`src/rtl/bcd_uart_tx.sv`:
```
// 8N1 UART transmitter sending a 2-digit BCD value as "<d1><d0>\r\n".
// Resends after reset and whenever the input value differs from the last frame.
module bcd_uart_tx #(
    parameter int BAUD_DIV = 16
) (
    input  logic       clk,
    input  logic       rst,
    input  logic [3:0] bcd1,
    input  logic [3:0] bcd0,
    output logic       tx_out
);

    localparam int CW = (BAUD_DIV > 1) ? $clog2(BAUD_DIV) : 1;

    typedef enum logic [1:0] {
        S_IDLE,
        S_START,
        S_DATA,
        S_STOP
    } state_t;

    state_t          r_state;
    logic [CW-1:0]   r_baud_cnt;
    logic [2:0]      r_bit_idx;
    logic [1:0]      r_char_idx;
    logic [7:0]      r_sent;
    logic            r_pending;
    logic            r_tx;

    logic [7:0]      w_in;
    logic            w_trig;
    logic            w_wrap;
    logic [2:0]      w_next_bit;
    logic [7:0]      w_char;

    assign w_in       = {bcd1, bcd0};
    assign w_trig     = r_pending || (w_in != r_sent);
    assign w_wrap     = (r_baud_cnt == CW'(BAUD_DIV - 1));
    assign w_next_bit = r_bit_idx + 3'd1;
    assign tx_out     = r_tx;

    // Characters are always built from the snapshot, never the live inputs
    always_comb begin
        w_char = 8'h0A;
        unique case (r_char_idx)
            2'd0: w_char = 8'h30 + {4'h0, r_sent[7:4]};
            2'd1: w_char = 8'h30 + {4'h0, r_sent[3:0]};
            2'd2: w_char = 8'h0D;
            2'd3: w_char = 8'h0A;
        endcase
    end

    always_ff @(posedge clk or posedge rst) begin
        if (rst) begin
            r_state    <= S_IDLE;
            r_baud_cnt <= '0;
            r_bit_idx  <= '0;
            r_char_idx <= '0;
            r_sent     <= '0;
            r_pending  <= 1'b1;
            r_tx       <= 1'b1;
        end else begin
            if (r_state == S_IDLE || w_wrap) begin
                r_baud_cnt <= '0;
            end else begin
                r_baud_cnt <= r_baud_cnt + CW'(1);
            end

            case (r_state)
                S_IDLE: begin
                    r_tx <= 1'b1;
                    if (w_trig) begin
                        r_state    <= S_START;
                        r_sent     <= w_in;
                        r_pending  <= 1'b0;
                        r_char_idx <= '0;
                        r_tx       <= 1'b0;
                    end
                end
                S_START: begin
                    if (w_wrap) begin
                        r_state   <= S_DATA;
                        r_bit_idx <= '0;
                        r_tx      <= w_char[0];
                    end
                end
                S_DATA: begin
                    if (w_wrap) begin
                        if (r_bit_idx == 3'd7) begin
                            r_state <= S_STOP;
                            r_tx    <= 1'b1;
                        end else begin
                            r_bit_idx <= w_next_bit;
                            r_tx      <= w_char[w_next_bit];
                        end
                    end
                end
                S_STOP: begin
                    if (w_wrap) begin
                        if (r_char_idx == 2'd3) begin
                            r_state <= S_IDLE;
                        end else begin
                            r_state    <= S_START;
                            r_char_idx <= r_char_idx + 2'd1;
                            r_tx       <= 1'b0;
                        end
                    end
                end
                default: r_state <= S_IDLE;
            endcase
        end
    end

endmodule

```
`config.mk`:
```
export PLATFORM = sky130hd
export DESIGN_NAME = bcd_uart_tx
export DESIGN_NICKNAME = d
export VERILOG_FILES = /design/src/rtl/bcd_uart_tx.sv
export SDC_FILE = /design/constraint.sdc
export NUM_CORES = 1
export LEC_CHECK = 0
export CORE_ASPECT_RATIO = 0.6
export CORE_MARGIN = 8
export CORE_UTILIZATION = 41
export CTS_BUF_LIST = sky130_fd_sc_hd__clkbuf_4
export CTS_CLUSTER_DIAMETER = 150
export DETAILED_ROUTE_END_ITERATION = 16
export SLEW_MARGIN = 20
export SYNTH_ARGS = -nofsm -noshare
export SYNTH_HDL_FRONTEND = slang
export SYNTH_SLANG_ARGS = --single-unit
```
`constraint.sdc`:
```
create_clock -name clk -period 4.9 [get_ports clk]
set_clock_uncertainty 0.05 [all_clocks]
set_input_delay 0.98 -clock clk [delete_from_list [all_inputs] [get_ports clk]]
set_output_delay 0.98 -clock clk [all_outputs]
set_load 0.01 [all_outputs]
```
==> impl_metrics.json <==
{
  "vias": 977,
  "start_kind": "input port",
  "cts_hold_repair.buffers": 0,
  "initial_detailed_routing_violation_count": 53,
  "layout_min_cycle_time_ns": 2.67,
  "port_buffers": 10,
  "path_buf_inv": 1,
  "layout_worst_path_cycle_share_pct": 54.4,
  "synth.lib_cells_used.distinct": 36,
  "synth-seq-area-share_pct": 39.9,
  "number_of_fill_cells": 324,
  "post_detail_place_hpwl_mm": 2.12,
  "syn_area_per_cell_um2": 10.0,
  "critical_path.endpoint_type": "register",
  "detail_route.wirelength_mm": 2.78,
  "instances_no_fill": 189,
  "post_route_cells_drive_above_1_share_pct": 11.8,
  "gp_routability_congestion": 0.798,
  "worst_slew_pin_slew_ns": 0.815,
  "power.ir.vdd_worst_v": 0.0000891,
  "post-route-drc-count": 0,
  "via_count_of_the_first_global_routing_pass": 955,
  "cpMaxStageDelayCell": "sky130_fd_sc_hd__clkdlybuf4s50_1",
  "synth_area_um2": 1320,
  "start_util_pct": 41.9,
  "worst_hold_path_type": "register to register",
  "total_number_of_clock_tree_sinks": 21,
  "finalMaxSlewViolations": 0,
  "clock_path_buffers": 2,
  "worstSetupPathType": "input port to register",
  "leakage_power_of_the_design_nw": 0.660,
  "totalNegativeSetupSlack_ns": 0,
  "p_seq_share_pct": 60.6,
  "ctsHtreeMaxLevel": 1,
  "setup_viol": 0,
  "grt_setup_unrepaired": "no",
  "swShare_pct": 23.5,
  "ffs_latches_synth": 21,
  "floorplan.die.width_um": 89.4,
  "part_of_the_power_in_the_clock_network_pct": 32.0,
  "die-area_um2": 5360,
  "cp.arrival_ns": 2.82,
  "grt_max_degree": 22,
  "detail_route.wl_per_cell_um": 14.7,
  "synth_flop_cell": "sky130_fd_sc_hd__dfrtp_1",
  "area_delta_synth_final_pct": 13.2,
  "p_sw_uw": 68.7,
  "share_of_synthesized_registers_carrying_an_async_set_or_reset_pct": 100,
  "synth_enable_flop_cells": 0,
  "post-layout-total-power_uw": 292,
  "clock.fmax_ghz": 0.375,
  "grt.total_usage_pct": 11.4,
  "cts_root_buffer": "sky130_fd_sc_hd__clkbuf_4",
  "ys.warnings.count": 0,
  "diodes": 0,
  "initial_antenna_violation_count": 0,
  "timing.max_slew.rel_slack_pct": 45.6,
  "ys_top_cells_by_area": "sky130_fd_sc_hd__dfrtp_1, sky130_fd_sc_hd__ha_1, sky130_fd_sc_hd__mux2_2, sky130_fd_sc_hd__xor2_1, sky130_fd_sc_hd__o21ai_0",
  "crit_fanout": 4,
  "synthesis.instances": 132,
  "fin_util_pct": 47.4,
  "route.antenna.remaining_nets": 0,
  "floorplan.io_pins": 11,
  "cts_tree": "done",
  "drt-pass1-iter-count": 4,
  "rows": 16,
  "die_h_um": 60.0,
  "synthesis.nets": 153,
  "later_pin_clock_latency_in_the_skew_report_ns": 0.31,
  "combPwrFrac_pct": 7.3,
  "library_cell_with_the_largest_summed_area_after_synthesis": "sky130_fd_sc_hd__dfrtp_1",
  "clkSlewWorstSetupHoldPaths_ns": 0.12,
  "detail_route.vias_per_cell": 5.17,
  "power.density_nw_per_um2": 195,
  "placeableCoreArea_um2": 3160,
  "outcome": "completed",
  "post_cts.repair.setup_buffers": 0,
  "quantity_of_gates_resized_following_cts": 0,
  "post-place-cells": 185,
  "critical_path.max_stage_delay_ns": 0.44,
  "grt_first_pass_wirelength_mm": 4.67,
  "crit_path_cell_trace": "clkdlybuf4s50_1, xor2_1, nor3_1, nand4_1, nand3_1, mux2_2",
  "drv_cap": 0,
  "finalNetCount": 166,
  "synth.top_cell.area_share_pct": 35.9,
  "numCtsBuffers": 3,
  "internal-power_uw": 223,
  "cp_top_family": "simple AND/OR/NAND/NOR gates",
  "grt_overflow": 0,
  "finalHoldViolations": 0,
  "worst_ep_required_time_ns": 5.06
}
-- cell families after synthesis --
group | after synthesis | share of synthesized area, %
AO/OA/AOI/OAI | 37 | 20.9
AND/OR/NAND/NOR | 35 | 13.6
flip-flops | 21 | 39.9
buffers and inverters | 13 | 3.97
adder cells (fa/ha/maj) | 11 | 10.4
XOR/XNOR | 8 | 5.29
multiplexers | 7 | 5.95
-- worst paths after layout --
kind | end | startpoint | cells after the start | slack, ns
max | r_state[1] | bcd1[0] | 6 | 2.23
min | tx_out | tx_out | 2 | 0.45
min reg2reg | tx_out | tx_out | 2 | 0.45
max in group asynchronous | r_baud_cnt[2] | rst | 2 | 3.23
min in group asynchronous | r_sent[5] | rst | 2 | 1.05
max reg2reg | r_sent[3] | r_state[0] | 5 | 2.76
-- per-stage QoR --
step           cell area (um^2)  worst slack, ns  hold slack [ns]
2_1_floorplan              1320             2.61            0.410
3_3_place_gp               1470             2.02            0.414
3_5_place_dp               1470             1.94            0.415
4_1_cts                    1500             2.27            0.448
5_1_grt                    1500             2.17            0.461
6_report                   1500             2.23            0.446
-- metal layers --
| layer | wire length, um | global-route usage, % |
|---|---|---|
| met1 | 1540 | 16.7 |
| met2 | 1080 | 15.4 |
| met3 | 143 | 3.70 |
| met4 | 21 | 2.82 |
| met5 | 0 | 0 |
-- flip-flops by register name, summed over array words and instances, names as in the netlist --
register	flops
r_bit_idx	3
r_pending	1
r_sent	8
r_baud_cnt	4
tx_out	1
r_char_idx	2
r_state	2
-- cell type report --
type                       instances  area [um^2]  area share (%)
multi-input combinational         98          743            49.6
sequential                        21          528            35.2
timing repair buffer              10          100            6.68
tap                               45         56.3            3.76
inverter                          11         41.3            2.75
clock buffer                       4         30.0            2.00
-- Yosys cell counts, types with 2 or more instances --
library cell                n
sky130_fd_sc_hd__nor2b_1    2
sky130_fd_sc_hd__xor2_1     7
sky130_fd_sc_hd__a221oi_1   2
sky130_fd_sc_hd__ha_1      11
sky130_fd_sc_hd__inv_1     11
sky130_fd_sc_hd__and3_1     4
sky130_fd_sc_hd__dfrtp_1   19
sky130_fd_sc_hd__nand2b_1   2
sky130_fd_sc_hd__mux2_2     7
sky130_fd_sc_hd__nor2_1     7
sky130_fd_sc_hd__a22oi_1    2
sky130_fd_sc_hd__nor3_1     4
sky130_fd_sc_hd__o21ai_0   12
sky130_fd_sc_hd__a21oi_1    7
sky130_fd_sc_hd__nand2_1   10
sky130_fd_sc_hd__a221o_1    2
sky130_fd_sc_hd__nand3_1    2
sky130_fd_sc_hd__dfstp_2    2
sky130_fd_sc_hd__o31ai_1    2
-- tightest hold or removal path: cells and delay by family, from the launching register on --
family	cells	cell delay [ns]
AND/OR/NAND/NOR	1	0.05
flip-flops	1	0.39
AO/OA/AOI/OAI	1	0.06
-- cells in the final DEF, fill, tap and decap left out, types with 2 or more instances in the layout --
master / n
sky130_fd_sc_hd__o31ai_1: 2
sky130_fd_sc_hd__nand3_1: 2
sky130_fd_sc_hd__ha_1: 11
sky130_fd_sc_hd__nor3_1: 4
sky130_fd_sc_hd__a21oi_1: 7
sky130_fd_sc_hd__xor2_1: 7
sky130_fd_sc_hd__a221oi_1: 2
sky130_fd_sc_hd__nor2b_1: 2
sky130_fd_sc_hd__clkdlybuf4s50_1: 10
sky130_fd_sc_hd__a221o_1: 2
sky130_fd_sc_hd__o21ai_0: 12
sky130_fd_sc_hd__mux2_2: 7
sky130_fd_sc_hd__clkbuf_4: 4
sky130_fd_sc_hd__nor2_1: 7
sky130_fd_sc_hd__a22oi_1: 2
sky130_fd_sc_hd__and3_1: 4
sky130_fd_sc_hd__inv_1: 11
sky130_fd_sc_hd__nand2_1: 10
sky130_fd_sc_hd__dfrtp_1: 19
sky130_fd_sc_hd__nand2b_1: 2
sky130_fd_sc_hd__dfstp_2: 2
-- power groups by stage --
stage | combinational [mW] | clock [mW] | sequential (mW)
floorplan | 0.0107 | 0 | 0.180
global placement | 0.0213 | 0 | 0.180
detailed placement | 0.0218 | 0 | 0.180
CTS | 0.0219 | 0.0985 | 0.177
global route | 0.0240 | 0.105 | 0.177
finish | 0.0214 | 0.0935 | 0.177
Power figures use the tool's default switching activity.
